## src/rtl/sd_tx_gigmac_pkg.sv

```systemverilog
// rtl/sd_tx_gigmac_pkg.sv - packet codes, GMII constants and TX FSM states shared with the RX MAC
package sd_tx_gigmac_pkg;

   localparam logic [1:0]  PCC_DATA      = 2'b00;
   localparam logic [1:0]  PCC_SOP       = 2'b01;
   localparam logic [1:0]  PCC_EOP       = 2'b10;
   localparam logic [1:0]  PCC_BADEOP    = 2'b11;

   localparam logic [7:0]  GMII_SFD      = 8'hD5;
   localparam logic [7:0]  GMII_PREAMBLE = 8'h55;
   localparam logic [31:0] CRC32_POLY    = 32'h04C1_1DB7;
   localparam logic [15:0] PREAMBLE_LEN  = 16'd7;

   typedef enum logic [6:0] {
      S_IDLE     = 7'b000_0001,
      S_PREAMBLE = 7'b000_0010,
      S_PAYLOAD  = 7'b000_0100,
      S_PAD      = 7'b000_1000,
      S_FCS      = 7'b001_0000,
      S_FLUSH    = 7'b010_0000,
      S_IFG      = 7'b100_0000
   } tx_state_e;

   function automatic logic is_eop(input logic [1:0] code);
      return (code == PCC_EOP) || (code == PCC_BADEOP);
   endfunction

endpackage

```

## src/rtl/sd_crc32_byte.sv

```systemverilog
// rtl/sd_crc32_byte.sv - byte-wide CRC32 step (data LSB first) and the reflected, complemented FCS
module sd_crc32_byte
   import sd_tx_gigmac_pkg::*;
(
   input  logic [31:0] crc_in,
   input  logic [7:0]  data,
   output logic [31:0] crc_out,
   output logic [31:0] fcs
);

   always_comb begin
      crc_out = crc_in;
      for (int i = 0; i < 8; i++) begin
         crc_out = {crc_out[30:0], 1'b0} ^ ((crc_out[31] ^ data[i]) ? CRC32_POLY : 32'd0);
      end
      fcs = '0;
      for (int i = 0; i < 32; i++) begin
         fcs[i] = ~crc_in[31-i];
      end
   end

endmodule

```

## src/rtl/sd_tx_gigmac.sv

```systemverilog
// rtl/sd_tx_gigmac.sv - GMII transmit MAC: preamble/SFD, padding, FCS, abort handling and IFG
module sd_tx_gigmac
   import sd_tx_gigmac_pkg::*;
#(
   parameter int IFG_CYCLES = 12,
   parameter int MIN_FRAME  = 60,
   parameter bit PAD_EN     = 1'b1
) (
   input  logic       clk,
   input  logic       reset,
   input  logic       txg_srdy,
   output logic       txg_drdy,
   input  logic [1:0] txg_code,
   input  logic [7:0] txg_data,
   output logic       gmii_tx_en,
   output logic       gmii_tx_er,
   output logic [7:0] gmii_txd,
   output logic       tx_done,
   output logic       tx_abort
);

   localparam logic [15:0] IFG_LAST  = 16'(IFG_CYCLES - 1);
   localparam logic [11:0] MIN_FRM_W = 12'(MIN_FRAME);

   tx_state_e   state_q, state_d;
   logic [15:0] cnt_q, cnt_d;
   logic [10:0] byte_cnt_q, byte_cnt_d;
   logic [31:0] crc_q, crc_d;
   logic        bad_q, bad_d;
   logic        tx_en_q, tx_en_d;
   logic        tx_er_q, tx_er_d;
   logic [7:0]  txd_q, txd_d;
   logic        tx_done_q, tx_done_d;
   logic        tx_abort_q, tx_abort_d;

   logic [31:0] crc_nxt, fcs_w;
   logic [7:0]  crc_byte;
   logic [10:0] byte_inc;
   logic [11:0] byte_nxt12;
   logic        is_sop, is_end, first_byte;

   assign is_sop     = (txg_code == PCC_SOP);
   assign is_end     = is_eop(txg_code);
   assign first_byte = (byte_cnt_q == 11'd0);
   assign byte_inc   = (byte_cnt_q == 11'h7FF) ? byte_cnt_q : byte_cnt_q + 11'd1;
   assign byte_nxt12 = {1'b0, byte_cnt_q} + 12'd1;
   assign crc_byte   = (state_q == S_PAD) ? 8'h00 : txg_data;

   sd_crc32_byte u_crc (
      .crc_in  (crc_q),
      .data    (crc_byte),
      .crc_out (crc_nxt),
      .fcs     (fcs_w)
   );

   // An SOP is only consumed as the first payload byte; later ones stay at the input.
   always_comb begin
      txg_drdy = 1'b0;
      case (state_q)
         S_IDLE:    txg_drdy = !is_sop;
         S_PAYLOAD: txg_drdy = first_byte || !is_sop;
         S_FLUSH:   txg_drdy = !is_sop;
         default:   txg_drdy = 1'b0;
      endcase
   end

   always_comb begin
      state_d    = state_q;
      cnt_d      = cnt_q;
      byte_cnt_d = byte_cnt_q;
      crc_d      = crc_q;
      bad_d      = bad_q;
      tx_en_d    = 1'b0;
      tx_er_d    = 1'b0;
      txd_d      = 8'h00;
      tx_done_d  = 1'b0;
      tx_abort_d = 1'b0;
      case (state_q)
         S_IDLE: begin
            crc_d      = '1;
            byte_cnt_d = '0;
            bad_d      = 1'b0;
            cnt_d      = '0;
            if (txg_srdy && is_sop) begin
               state_d = S_PREAMBLE;
               tx_en_d = 1'b1;
               txd_d   = GMII_PREAMBLE;
               cnt_d   = 16'd1;
            end
         end
         S_PREAMBLE: begin
            tx_en_d = 1'b1;
            if (cnt_q == PREAMBLE_LEN) begin
               txd_d   = GMII_SFD;
               state_d = S_PAYLOAD;
            end else begin
               txd_d = GMII_PREAMBLE;
               cnt_d = cnt_q + 16'd1;
            end
         end
         S_PAYLOAD: begin
            tx_en_d = 1'b1;
            if (!txg_srdy) begin
               tx_er_d    = 1'b1;
               tx_abort_d = 1'b1;
               state_d    = S_FLUSH;
            end else if (is_sop && !first_byte) begin
               tx_er_d    = 1'b1;
               tx_abort_d = 1'b1;
               state_d    = S_IFG;
               cnt_d      = '0;
            end else begin
               txd_d      = txg_data;
               crc_d      = crc_nxt;
               byte_cnt_d = byte_inc;
               if (is_end) begin
                  bad_d   = (txg_code == PCC_BADEOP);
                  cnt_d   = '0;
                  state_d = (PAD_EN && (byte_nxt12 < MIN_FRM_W)) ? S_PAD : S_FCS;
               end
            end
         end
         S_PAD: begin
            tx_en_d    = 1'b1;
            crc_d      = crc_nxt;
            byte_cnt_d = byte_inc;
            if (byte_nxt12 >= MIN_FRM_W) begin
               state_d = S_FCS;
               cnt_d   = '0;
            end
         end
         S_FCS: begin
            tx_en_d = 1'b1;
            tx_er_d = bad_q;
            txd_d   = fcs_w[{cnt_q[1:0], 3'b000} +: 8];
            if (cnt_q[1:0] == 2'd3) begin
               tx_done_d = 1'b1;
               state_d   = S_IFG;
               cnt_d     = '0;
            end else begin
               cnt_d = cnt_q + 16'd1;
            end
         end
         S_FLUSH: begin
            if (txg_srdy && (is_sop || is_end)) begin
               state_d = S_IFG;
               cnt_d   = '0;
            end
         end
         S_IFG: begin
            if (cnt_q >= IFG_LAST) begin
               state_d = S_IDLE;
               cnt_d   = '0;
            end else begin
               cnt_d = cnt_q + 16'd1;
            end
         end
         default: state_d = S_IDLE;
      endcase
   end

   always_ff @(posedge clk or negedge reset) begin
      if (!reset) begin
         state_q    <= S_IDLE;
         cnt_q      <= '0;
         byte_cnt_q <= '0;
         crc_q      <= '1;
         bad_q      <= 1'b0;
         tx_en_q    <= 1'b0;
         tx_er_q    <= 1'b0;
         txd_q      <= 8'h00;
         tx_done_q  <= 1'b0;
         tx_abort_q <= 1'b0;
      end else begin
         state_q    <= state_d;
         cnt_q      <= cnt_d;
         byte_cnt_q <= byte_cnt_d;
         crc_q      <= crc_d;
         bad_q      <= bad_d;
         tx_en_q    <= tx_en_d;
         tx_er_q    <= tx_er_d;
         txd_q      <= txd_d;
         tx_done_q  <= tx_done_d;
         tx_abort_q <= tx_abort_d;
      end
   end

   assign gmii_tx_en = tx_en_q;
   assign gmii_tx_er = tx_er_q;
   assign gmii_txd   = txd_q;
   assign tx_done    = tx_done_q;
   assign tx_abort   = tx_abort_q;

endmodule
```

## config.mk

```make
export PLATFORM = sky130hd
export DESIGN_NAME = sd_tx_gigmac
export DESIGN_NICKNAME = d
export VERILOG_FILES = /design/src/rtl/sd_tx_gigmac_pkg.sv /design/src/rtl/sd_crc32_byte.sv /design/src/rtl/sd_tx_gigmac.sv
export SDC_FILE = /design/constraint.sdc
export NUM_CORES = 1
export LEC_CHECK = 0
export ABC_AREA = 0
export CAP_MARGIN = 20
export CORE_UTILIZATION = 55
export CTS_CLUSTER_SIZE = 25
export DETAILED_ROUTE_END_ITERATION = 8
export HOLD_SLACK_MARGIN = 0.03
export PLACE_DENSITY = 0.74
export SETUP_SLACK_MARGIN = 0.15
export SKIP_CTS_REPAIR_TIMING = 1
export SYNTH_ARGS = -nofsm -noshare
export SYNTH_HDL_FRONTEND = slang
export SYNTH_SLANG_ARGS = --single-unit
```

## constraint.sdc

```tcl
create_clock -name clk -period 4.6 [get_ports clk]
set_input_delay 0.92 -clock clk [delete_from_list [all_inputs] [get_ports clk]]
set_output_delay 0.92 -clock clk [all_outputs]
set_load 0.02 [all_outputs]
```

# Word level (Yosys, flattened, before mapping)
# Index checks and enable logic that the tools add are counted.
# Widths: inputs -> output; s select.
[totals]
regBits = 79
word_cells = 163
[op_classes]
eq_ne = 25
bitwise = 48
n_shift = 1
muxes = 55
add_sub_neg = 3
magnitude_cmp = 3
reduce_logical = 18
[ops]
columns = ["op", "count"]
rows = [
  ["$xor 32x32->32", 8],
  ["$mux 27", 8],
  ["$mux 16", 8],
  ["$pmux 16 s7", 1],
  ["$pmux 32 s3", 1],
  ["$mux 7", 10],
  ["$mux 32", 2],
  ["$pmux 7 s7", 1],
  ["$mux 11", 3],
  ["$pmux 11 s3", 1],
  ["$mux 8", 4],
  ["$not 1->1", 32],
  ["$pmux 8 s4", 1],
  ["$shiftx 32x6->8", 1],
  ["$ne 2x2->1 const B", 9],
  ["$add 16x1->16 const B", 1],
  ["$eq 16x3->1 const B", 1],
  ["$ge 16x4->1 const B", 1],
  ["$add 11x1->12 const B", 1],
  ["$ge 12x6->1 const B", 1],
  ["$lt 12x6->1 const B", 1],
  ["$add 11x1->11 const B", 1],
  ["$eq 11x11->1 const B", 1],
  ["$logic_not 11->1", 1],
  ["28 further kinds", 54],
]

# Longest topological paths before layout
# Gate-level depths: netlist (run 1).
[depth]
depth_word = 29
ltp_mapped = 10

# Hierarchy
# Synthesis (run 1) repeated with hierarchy kept, for this count alone.
[hier_totals]
cells_unflattened = 515
area_unflattened_um2 = 5413.9
[by_module_without_submodules]
columns = ["module", "area_per_inst_um2", "cells_per_inst", "instances"]
rows = [
  ["sd_tx_gigmac", 4346.7, 417, 1],
  ["sd_crc32_byte", 1067.3, 98, 1],
]

# Worst setup path after synthesis (run 1)
# No wires, ideal clock.
[synth_timing]
path_type = "input-to-reg"
startpoint = "input txg_data[1]"
endpoint = "register crc_q[12]"
arrival_ps = 2599
slack_ps = 1928
stages = 7
setup_ps = 73
cell_sequence = "clkbuf_1 > xnor2_1 > a21oi_1 > xnor2_1 > xnor2_1 > xnor3_1 > a21oi_1"
[synth_between]
elab_chain_cells = 15
[synth_lines]
columns = ["element", "line_no", "source"]
rows = [
  ["start, declared", "sd_tx_gigmac.sv:14", "input logic [7:0] txg_data,"],
  ["$mux 8 (*)", "sd_tx_gigmac.sv:47", "assign crc_byte = (state_q == S_PAD) ? 8'h00 : txg_data;"],
  ["$xor 1x1->1 (*)", "sd_crc32_byte.sv:14", "crc_out = {crc_out[30:0], 1'b0} ^ ((crc_out[31] ^ data[i]) ? CRC32_POLY : 32'd0);"],
  ["$mux 27 (*)", "sd_crc32_byte.sv:14", ""],
  ["$xor 32x32->32 (*) (6 in series)", "sd_crc32_byte.sv:14", ""],
  ["$xor 1x1->1 (*)", "sd_crc32_byte.sv:14", ""],
  ["$mux 27 (*)", "sd_crc32_byte.sv:14", ""],
  ["$xor 32x32->32 (*)", "sd_crc32_byte.sv:14", ""],
  ["$mux 32", "sd_tx_gigmac.sv:107", "end else if (is_sop && !first_byte) begin"],
  ["$mux 32", "sd_tx_gigmac.sv:103", "if (!txg_srdy) begin"],
  ["$pmux 32 s3 (*)", "sd_tx_gigmac.sv:78", "case (state_q)"],
  ["end signal, assigned", "sd_tx_gigmac.sv:178", "crc_q <= crc_d;"],
  ["end, declared", "sd_tx_gigmac.sv:28", "logic [31:0] crc_q, crc_d;"],
]
# Every way passes the cells marked *; elsewhere a longest branch is shown, timed or not. The select of a mux whose other input is x is not followed.
# A chain may end at the register's enable or synchronous reset.

# Worst setup path after layout (run 1)
[layout_timing]
startpoint = "register state_q[2]"
endpoint = "output txg_drdy"
[layout_between]
elab_chain_cells = 3
elab_cells_between_ends = 5
classes_between = "eq/ne: 3; mux: 1; reduce/logical: 1"
[layout_lines]
columns = ["element", "line_no", "source"]
rows = [
  ["start, declared", "sd_tx_gigmac.sv:25", "tx_state_e state_q, state_d;"],
  ["start signal, assigned", "sd_tx_gigmac.sv:175", "state_q <= state_d;"],
  ["$eq 7x6->1 or $eq 7x1->1 (tied branches)", "sd_tx_gigmac.sv:59", "case (state_q)"],
  ["$reduce_or 2->1 (no source line)", "-", ""],
  ["$pmux 1 s2 (*)", "sd_tx_gigmac.sv:59", ""],
  ["end, declared", "sd_tx_gigmac.sv:12", "output logic txg_drdy,"],
]
# Every way passes the cells marked *; elsewhere a longest branch is shown, timed or not.

==> results_dict.tcl, run 1 <==
set metrics [dict create \
    syn_area_um2 5170 \
    crit_end "txg_drdy" \
    ios 26 \
    path_clk_slew_ns 0.08 \
    areaGrowthSynthToFinish_pct 10.5 \
    ant_nets 0 \
    fmax_mhz 292 \
    first_iter_violations 205 \
    ys_ff_latch 79 \
    crit_required_ns 3.68 \
    port_buffers 25 \
    yosysMostFrequentCell "dfrtp_1" \
    htreeDepth 3 \
    ys_warn_count 0 \
    antenna_found_initial 0 \
    cts_tree "yes" \
    firstDrtPassIters 6 \
    grt_max_degree 80 \
    critPathKind "flip-flop to output pin" \
    rrSetupSlack_ns 1.41 \
    placementRows 35 \
    synth_edf_count 0 \
    synth_cell_types 65 \
    hold_violations 0 \
    start_util_pct 56.4 \
    grt_first_pass_wirelength_mm 20.4 \
    worstHoldPathType "primary input to asynchronous set/reset pin" \
    start_kind "flip-flop" \
    dieArea_um2 9790 \
    die_w_um 98.9 \
    max_stage_delay_ns 0.59 \
    vdd_drop_max_mv 0.208 \
    finalCritPeriodShare_pct 74.5 \
    coreArea_um2 9150 \
    finalSetupTns_ns 0 \
    r2r_end "cnt_q[2]" \
    clock_path_buffers 2 \
    critPathArrivalTime_ns 2.51 \
    syn_area_per_cell_um2 9.69 \
    track_usage_pct 26.7 \
    cts_buffers 9 \
    power_mw 1.98 \
    synth_area_leaders "dfrtp_1 (22%), dfstp_2 (17%), xnor2_1 (7.5%), xor2_1 (5.1%), a21oi_1 (4.0%)" \
    nets 561 \
    insertion_delay_ns 0.35 \
    synth.top_cell.area_share_pct 22.3 \
    hpwl_mm 8.59 \
    critPathLaunch "state_q[2]" \
    max_slew.worst_pin.slew_ns 1.03 \
    drive_gt1_share_pct 15.7 \
    slowest_stage "clkdlybuf4s50_1" \
    async_reset_ff_share_pct 100 \
    period_needed_ns 3.43 \
    first_global_vias 4101 \
    die-height_um 98.9 \
    cp-end-kind "output pin" \
    whs_ns 0.372 \
    slew_headroom_pct 31.1 \
    gp_congestion 0.890 \
    powerDensity_nw_per_um2 347 \
    clkSinkCount 79 \
    drv_cap 0 \
    synth_nets 550 \
    post-synth-top-area-cell "dfrtp_1" \
    rsz0062_at_grt "no" \
    stdcell_area_um2 5710 \
    vias 4118 \
    drcViolationCount 0 \
    antenna_cells 0 \
    cp_cell_sequence "or4_1, nor3_1, o22a_1, clkdlybuf4s50_1" \
    finalSetupViolations 0 \
    grt_overflow 0 \
    slew_violations 0 \
    skew_ns 0.00644 \
    netlist_instances 533 \
    yosys-top-cells-count "dfrtp_1 (46), xnor2_1 (44), nor2_1 (43), nand2_1 (42), a21oi_1 (41)" \
    timing.rr.start "state_q[1]" \
    cp_max_fo 10 \
    status "complete, no violations" \
    reg2reg_depth 5 \
    viasPerCell 6.24 \
    leakagePower_nw 2.15 \
    wl_per_cell_um 18.5 \
    cts-root-buf "clkbuf_8" \
    place_area_um2 5450 \
    synth_ff_type "dfrtp_1" \
    finalWirelength_mm 12.2 \
    yosysSeqAreaShare_pct 39.1 \
]
## through the flow
step           setup WS [ns]  cells  util (%)
2_1_floorplan           1.93    533         -
3_3_place_gp            1.28    643      59.5
3_5_place_dp            1.20    643      59.5
4_1_cts                 1.15    659      62.1
5_1_grt                0.992    660      62.4
6_report                1.17    660      62.4
## how the worst min path moves through the flow
stage	to	slack (ns)
after CTS	gmii_tx_er	0.50
after detailed placement	gmii_tx_er	0.46
final	state_q[5]	0.37
after floorplan	gmii_tx_er	0.45
after global placement	crc_q[3]	0.50
after global routing	cnt_q[15]	0.35
## critical path: cells and delay by family (launching register included)
family / cells / cell delay (ns)
compound gates: 1 / 0.19
buf+inv: 1 / 0.59
flops: 1 / 0.51
simple gates: 2 / 0.87
## layer usage
metal	vias to the layer above	share of wire (%)	GRT usage, %
met5	-	0	0
met4	0	1.5	10.2
met3	19	5.0	5.46
met2	134	50	44.2
met1	2020	43	34.4
li1	1945	-	-
## registers in the layout, summed over array words and instances, names as in the netlist
name        flops
cnt_q          16
crc_q          32
gmii_tx_en      1
bad_q           1
state_q         7
gmii_tx_er      1
tx_done         1
gmii_txd        8
byte_cnt_q     11
tx_abort        1
## cell usage in the layout (no fill, tap or decap), types with 7 or more instances in the layout
master | netlist | final
a21oi_1 | 41 | 41
a31oi_1 | 8 | 8
a41oi_1 | 7 | 7
and3_1 | 9 | 9
clkbuf_8 | 0 | 13
clkdlybuf4s50_1 | 0 | 24
dfrtp_1 | 46 | 46
dfstp_2 | 33 | 33
inv_1 | 17 | 17
mux4_2 | 8 | 8
nand2_1 | 42 | 42
nand3_1 | 21 | 21
nor2_1 | 43 | 42
nor3_1 | 10 | 10
nor4_1 | 10 | 10
o211ai_1 | 8 | 8
o21ai_0 | 28 | 28
o22a_1 | 7 | 7
xnor2_1 | 44 | 44
xor2_1 | 30 | 30
## cells by family (layout without fill, tap and decap cells)
logic type,Yosys count,count (layout),synth area share [%]
compound gates,134,134,17.2
xor+xnor,86,86,17.4
fa+ha+maj,4,4,0.969
buf+inv,48,64,3.97
flops,79,79,39.1
mux,13,13,4.50
simple gates,169,169,16.9
## power by group
group / internal [mW] / switching, mW
clock network: 0.322 / 0.253
registers: 0.733 / 0.0664
logic: 0.236 / 0.370
total: 1.29 / 0.690
## layout make-up
cell class	instances	area (um2)
Clock buffer	16	233
Fill cell	753	3440
Inverter	18	67.6
Multi-Input combinational cell	406	2950
Sequential cell	79	2020
Tap cell	111	139
Timing Repair Buffer	30	305
(Power assumes the default switching activity.)
==> inputs of run 2 (changes only) <==
- clock period: 4.6 -> 3.3 ns (I/O delays scaled with it)
==> run 2 against run 1 <==
Combinational power increased by 45%; die area unchanged; non-clock buffer count is 11 higher; sequential share of layout area fell by 0.51 points; largest cell class unchanged; global-route usage grew 1.1 points; worst hold slack gained 0.065 ns; critical path depth up 4; count of clock-buffer cells in the layout fell by 6; wire length increased by 5.3%.
==> results_dict.tcl, run 2 (same netlist as run 1, synthesis figures left out) <==
set metrics [dict create \
    status "complete, no violations" \
    met2_usage_pct 44.7 \
    cp-end-kind "flip-flop" \
    die-height_um 98.9 \
    ant_nets 0 \
    htreeDepth 3 \
    grt_max_degree 80 \
    firstDrtPassIters 5 \
    start_util_pct 56.4 \
    track_usage_pct 27.7 \
    multi_input_area_um2 2960 \
    pre_cts_slack_ns 0.402 \
    placed_cells 652 \
    antenna_found_initial 0 \
    finalSetupTns_ns 0 \
    worstHoldPathType "primary input to asynchronous set/reset pin" \
    finalCritPeriodShare_pct 85.6 \
    grt.met1_usage_pct 38.3 \
    drcViolationCount 0 \
    hold_violations 0 \
    rsz0062_at_grt "no" \
    power_mw 2.86 \
    areaGrowthSynthToFinish_pct 12.2 \
    largest_register "crc_q" \
    viasPerCell 6.42 \
    path_clk_slew_ns 0.09 \
    nets 572 \
    power.internal_mw 1.87 \
    ios 26 \
    cts_buffers 9 \
    drv_cap 0 \
    first_iter_violations 201 \
    grtUsageMet3_pct 3.69 \
    mostFrequentLayoutCells "dfrtp_1 (45), xnor2_1 (44), nor2_1 (42), nand2_1 (42), a21oi_1 (41)" \
    dieArea_um2 9790 \
    cts_tree "yes" \
    grt_first_pass_wirelength_mm 21.1 \
    hpwl_mm 9.02 \
    largest_registers "crc_q: 32 flops, cnt_q: 16 flops, byte_cnt_q: 11 flops" \
    leakagePower_nw 2.22 \
    slew_violations 0 \
    pwr-share-seq_pct 38.8 \
    vias 4305 \
    critPathKind "flip-flop to flip-flop" \
    cp_max_fo 13 \
    final_common_cell "dfrtp_1" \
    placementRows 35 \
    fin_cells 671 \
    grt_overflow 0 \
    drive_gt1_share_pct 17.9 \
    skew_ns 0.0101 \
    max_slew.worst_pin.slew_ns 1.13 \
    stdcell_area_um2 5800 \
    die_w_um 98.9 \
    place_area_um2 5520 \
    largest_reg_flops 32 \
    top_usage_layer "met2" \
    critPathArrivalTime_ns 3.03 \
    final-seq-area_um2 2020 \
    period_needed_ns 2.83 \
    finalWirelength_mm 12.9 \
    switchingPower_mw 0.991 \
    wl_per_cell_um 19.2 \
    clkSinkCount 79 \
    gp_congestion 0.895 \
    coreArea_um2 9150 \
    finalSetupViolations 0 \
    switching_share_pct 34.6 \
    fmax_mhz 354 \
    start_kind "flip-flop" \
    num-fill-cells 722 \
    vdd_drop_max_mv 0.191 \
    slew_headroom_pct 23.8 \
    first_global_vias 4146 \
    insertion_delay_ns 0.35 \
    worst_slack_ns 0.475 \
    port_buffers 25 \
    combPwrFrac_pct 30.7 \
    crit_required_ns 3.50 \
    p_clk_share_pct 30.5 \
    clock_path_buffers 2 \
    powerDensity_nw_per_um2 494 \
    antenna_cells 0 \
    cts-root-buf "clkbuf_8" \
]
[run 2: cell types whose count changed in the layout (fill, tap and decap cells not counted), sizes merged]
| cell | change |
|---|---|
| dlymetal6s2s | +1 |
| clkdlybuf4s50 | -1 |
| bufinv | +3 |
| clkbuf | -6 |
| buf | +11 |
| clkinv | +3 |
[run 2: per-layer routing]
layer	up-vias	routed length [um]
met2	174	6180
met1	2141	5650
met3	25	809
li1	1965	-
met4	0	235
met5	-	0
[run 2: cell type report]
type	count	share of cell area, %
multi-input cells	406	51.1
flip-flops and latches	79	34.8
repair buffers	41	6.39
well taps	111	2.40
clock buffers	10	2.20
clock inverters	6	1.88
inverters	18	1.17
[run 2: critical path: stages (launching register included)]
cell	delay, ns
dfrtp_1	0.44
ha_1	0.28
nand3_1	0.23
nor3_1	0.58
mux2i_1	0.22
and3_1	0.24
a21oi_2	0.27
buf_4	0.26
a41oi_1	0.15
[run 2: path summary, 6_finish.rpt]
kind | slack, ns | startpoint | endpoint | cells after the start
worst max-delay path | 0.47 | byte_cnt_q[0] | cnt_q[6] | 8
worst min-delay path | 0.44 | reset | cnt_q[12] | 1
worst max register to register | 0.47 | byte_cnt_q[0] | cnt_q[6] | 8
worst min register to register | 0.49 | bad_q | gmii_tx_er | 2
max in group asynchronous | 2.10 | reset | state_q[2] | 1
min in group clk | 0.49 | bad_q | gmii_tx_er | 2
[run 2: power by group through the flow]
| stage | registers, mW | logic [mW] | clock network [mW] |
|---|---|---|---|
| after CTS | 1.11 | 0.869 | 0.886 |
| after global placement | 1.12 | 0.851 | 0 |
| after detailed placement | 1.13 | 0.862 | 0 |
| final | 1.11 | 0.879 | 0.871 |
| after floorplan | 1.09 | 0.637 | 0 |
| after global routing | 1.12 | 0.939 | 0.922 |
[run 2: per-stage QoR]
stage	utilization, %	hold WS, ns
floorplan	-	0.364
global placement	60.3	0.470
detailed placement	60.3	0.475
CTS	62.8	0.494
global route	63.3	0.520
finish	63.3	0.437
==> inputs of run 3 (changes only) <==
- MAX_ROUTING_LAYER: unset -> met4
==> run 3 against run 2 <==
Sequential share of layout area about the same; flip-flop and latch count did not move; core utilization is essentially flat; maximum frequency decreased by 8.9%; global-route usage grew 0.73 points; clock skew grew 0.00069 ns; first-iteration DRC count shrank 9.0%.
==> results_dict.tcl, run 3 (same netlist as run 1, synthesis figures left out) <==
set metrics [dict create \
    status "complete, no violations" \
    r2r_end "cnt_q[7]" \
    path_clk_slew_ns 0.08 \
    placed_cells 653 \
    met2_usage_pct 44.8 \
    ant_nets 0 \
    pwr-share-seq_pct 41.2 \
    finalSetupViolations 0 \
    pre_cts_slack_ns 0.367 \
    slew_headroom_pct 52.4 \
    finalWirelength_mm 12.8 \
    grt_overflow 0 \
    top_usage_layer "met2" \
    whs_ns 0.103 \
    ios 26 \
    grt_max_degree 80 \
    gp_congestion 0.896 \
    coreArea_um2 9150 \
    wl_per_cell_um 19.0 \
    die-height_um 98.9 \
    slowest_stage "clkdlybuf4s50_1" \
    areaGrowthSynthToFinish_pct 12.1 \
    firstDrtPassIters 4 \
    vdd_drop_max_mv 0.206 \
    insertion_delay_ns 0.36 \
    critPathArrivalTime_ns 2.44 \
    switchingPower_mw 0.997 \
    final-seq-area_um2 2020 \
    crit_family "simple AND/OR/NAND/NOR gates" \
    antenna_cells 0 \
    grt.met1_usage_pct 37.3 \
    nets 576 \
    vias 4204 \
    finalCritPeriodShare_pct 94.0 \
    placementRows 35 \
    first_iter_violations 183 \
    cp_max_fo 10 \
    largest_registers "crc_q: 32 flops, cnt_q: 16 flops, byte_cnt_q: 11 flops" \
    largest_register "crc_q" \
    power.internal_mw 1.69 \
    worst_slack_ns 0.197 \
    critPathKind "flip-flop to output pin" \
    powerDensity_nw_per_um2 464 \
    stdcell_area_um2 5790 \
    multi_input_area_um2 2970 \
    start_kind "flip-flop" \
    p_clk_share_pct 25.7 \
    skew_ns 0.0108 \
    reg2reg_depth 6 \
    fin_cells 675 \
    timing.rr.start "state_q[1]" \
    finalSetupTns_ns 0 \
    die_w_um 98.9 \
    final_common_cell "dfrtp_1" \
    cts_tree "yes" \
    htreeDepth 3 \
    leakagePower_nw 2.21 \
    slew_violations 0 \
    worstHoldPathType "primary input to asynchronous set/reset pin" \
    grtUsageMet3_pct 5.18 \
    grt_first_pass_wirelength_mm 20.8 \
    drcViolationCount 0 \
    clkSinkCount 79 \
    fmax_mhz 322 \
    cp_cell_sequence "or4_1, nor3_2, o22a_1, clkdlybuf4s50_1" \
    hpwl_mm 9.13 \
    period_needed_ns 3.10 \
    place_area_um2 5520 \
    switching_share_pct 37.1 \
    cts_buffers 9 \
    crit_buf_inv 1 \
    cp-end-kind "output pin" \
    start_util_pct 56.4 \
    viasPerCell 6.23 \
    track_usage_pct 28.5 \
    largest_reg_flops 32 \
    rsz0062_at_grt "no" \
    max_slew.worst_pin.slew_ns 0.711 \
    dieArea_um2 9790 \
    combPwrFrac_pct 33.0 \
    rrSetupSlack_ns 0.47 \
    first_global_vias 3993 \
    mostFrequentLayoutCells "dfrtp_1 (45), xnor2_1 (44), nand2_1 (42)" \
    antenna_found_initial 0 \
    crit_required_ns 2.64 \
    hold_violations 0 \
    drv_cap 0 \
    num-fill-cells 765 \
    max_stage_delay_ns 0.59 \
    port_buffers 25 \
    clock_path_buffers 2 \
    drive_gt1_share_pct 18.6 \
    cts-root-buf "clkbuf_8" \
]
## run 3: how the worst max path moves through the flow
stage                      from        to  slack [ns]  cells past startpoint
global route         state_q[3]  txg_drdy        0.13                      4
global placement    txg_data[1]  crc_q[7]        0.41                      7
detailed placement  txg_data[1]  crc_q[7]        0.37                      7
finish               state_q[3]  txg_drdy        0.20                      4
CTS                  state_q[5]  txg_drdy        0.08                      5
floorplan            state_q[1]  cnt_q[2]        0.87                      6
## run 3: per-layer routing
layer  part of all wire (%)  vias to the layer above
li1                       -                     1977
met1                     45                     2087
met2                     48                      122
met3                    4.9                       18
met4                    1.7                        0
met5                      0                        -
## run 3: metrics by stage
step                      util [%]  power (mW)
final                         63.3        2.69
after floorplan                  -        1.73
after detailed placement      60.3        1.99
after global routing          63.3        2.82
after CTS                     62.3        2.68
after global placement        60.3        1.98
## run 3: cell type report
class                   count  share of cell area (%)
inverters                  18                    1.17
clock buffers              11                    2.64
repair buffers             45                    7.22
well taps                 111                    2.40
multi-input cells         406                    51.2
clock inverters             5                   0.518
flip-flops and latches     79                    34.9
## run 3: power by group through the flow
| stage | logic (mW) | registers, mW | clock network [mW] |
|---|---|---|---|
| finish | 0.888 | 1.11 | 0.692 |
| global route | 0.956 | 1.12 | 0.743 |
| CTS | 0.872 | 1.11 | 0.703 |
| detailed placement | 0.868 | 1.12 | 0 |
| global placement | 0.857 | 1.12 | 0 |
| floorplan | 0.637 | 1.09 | 0 |
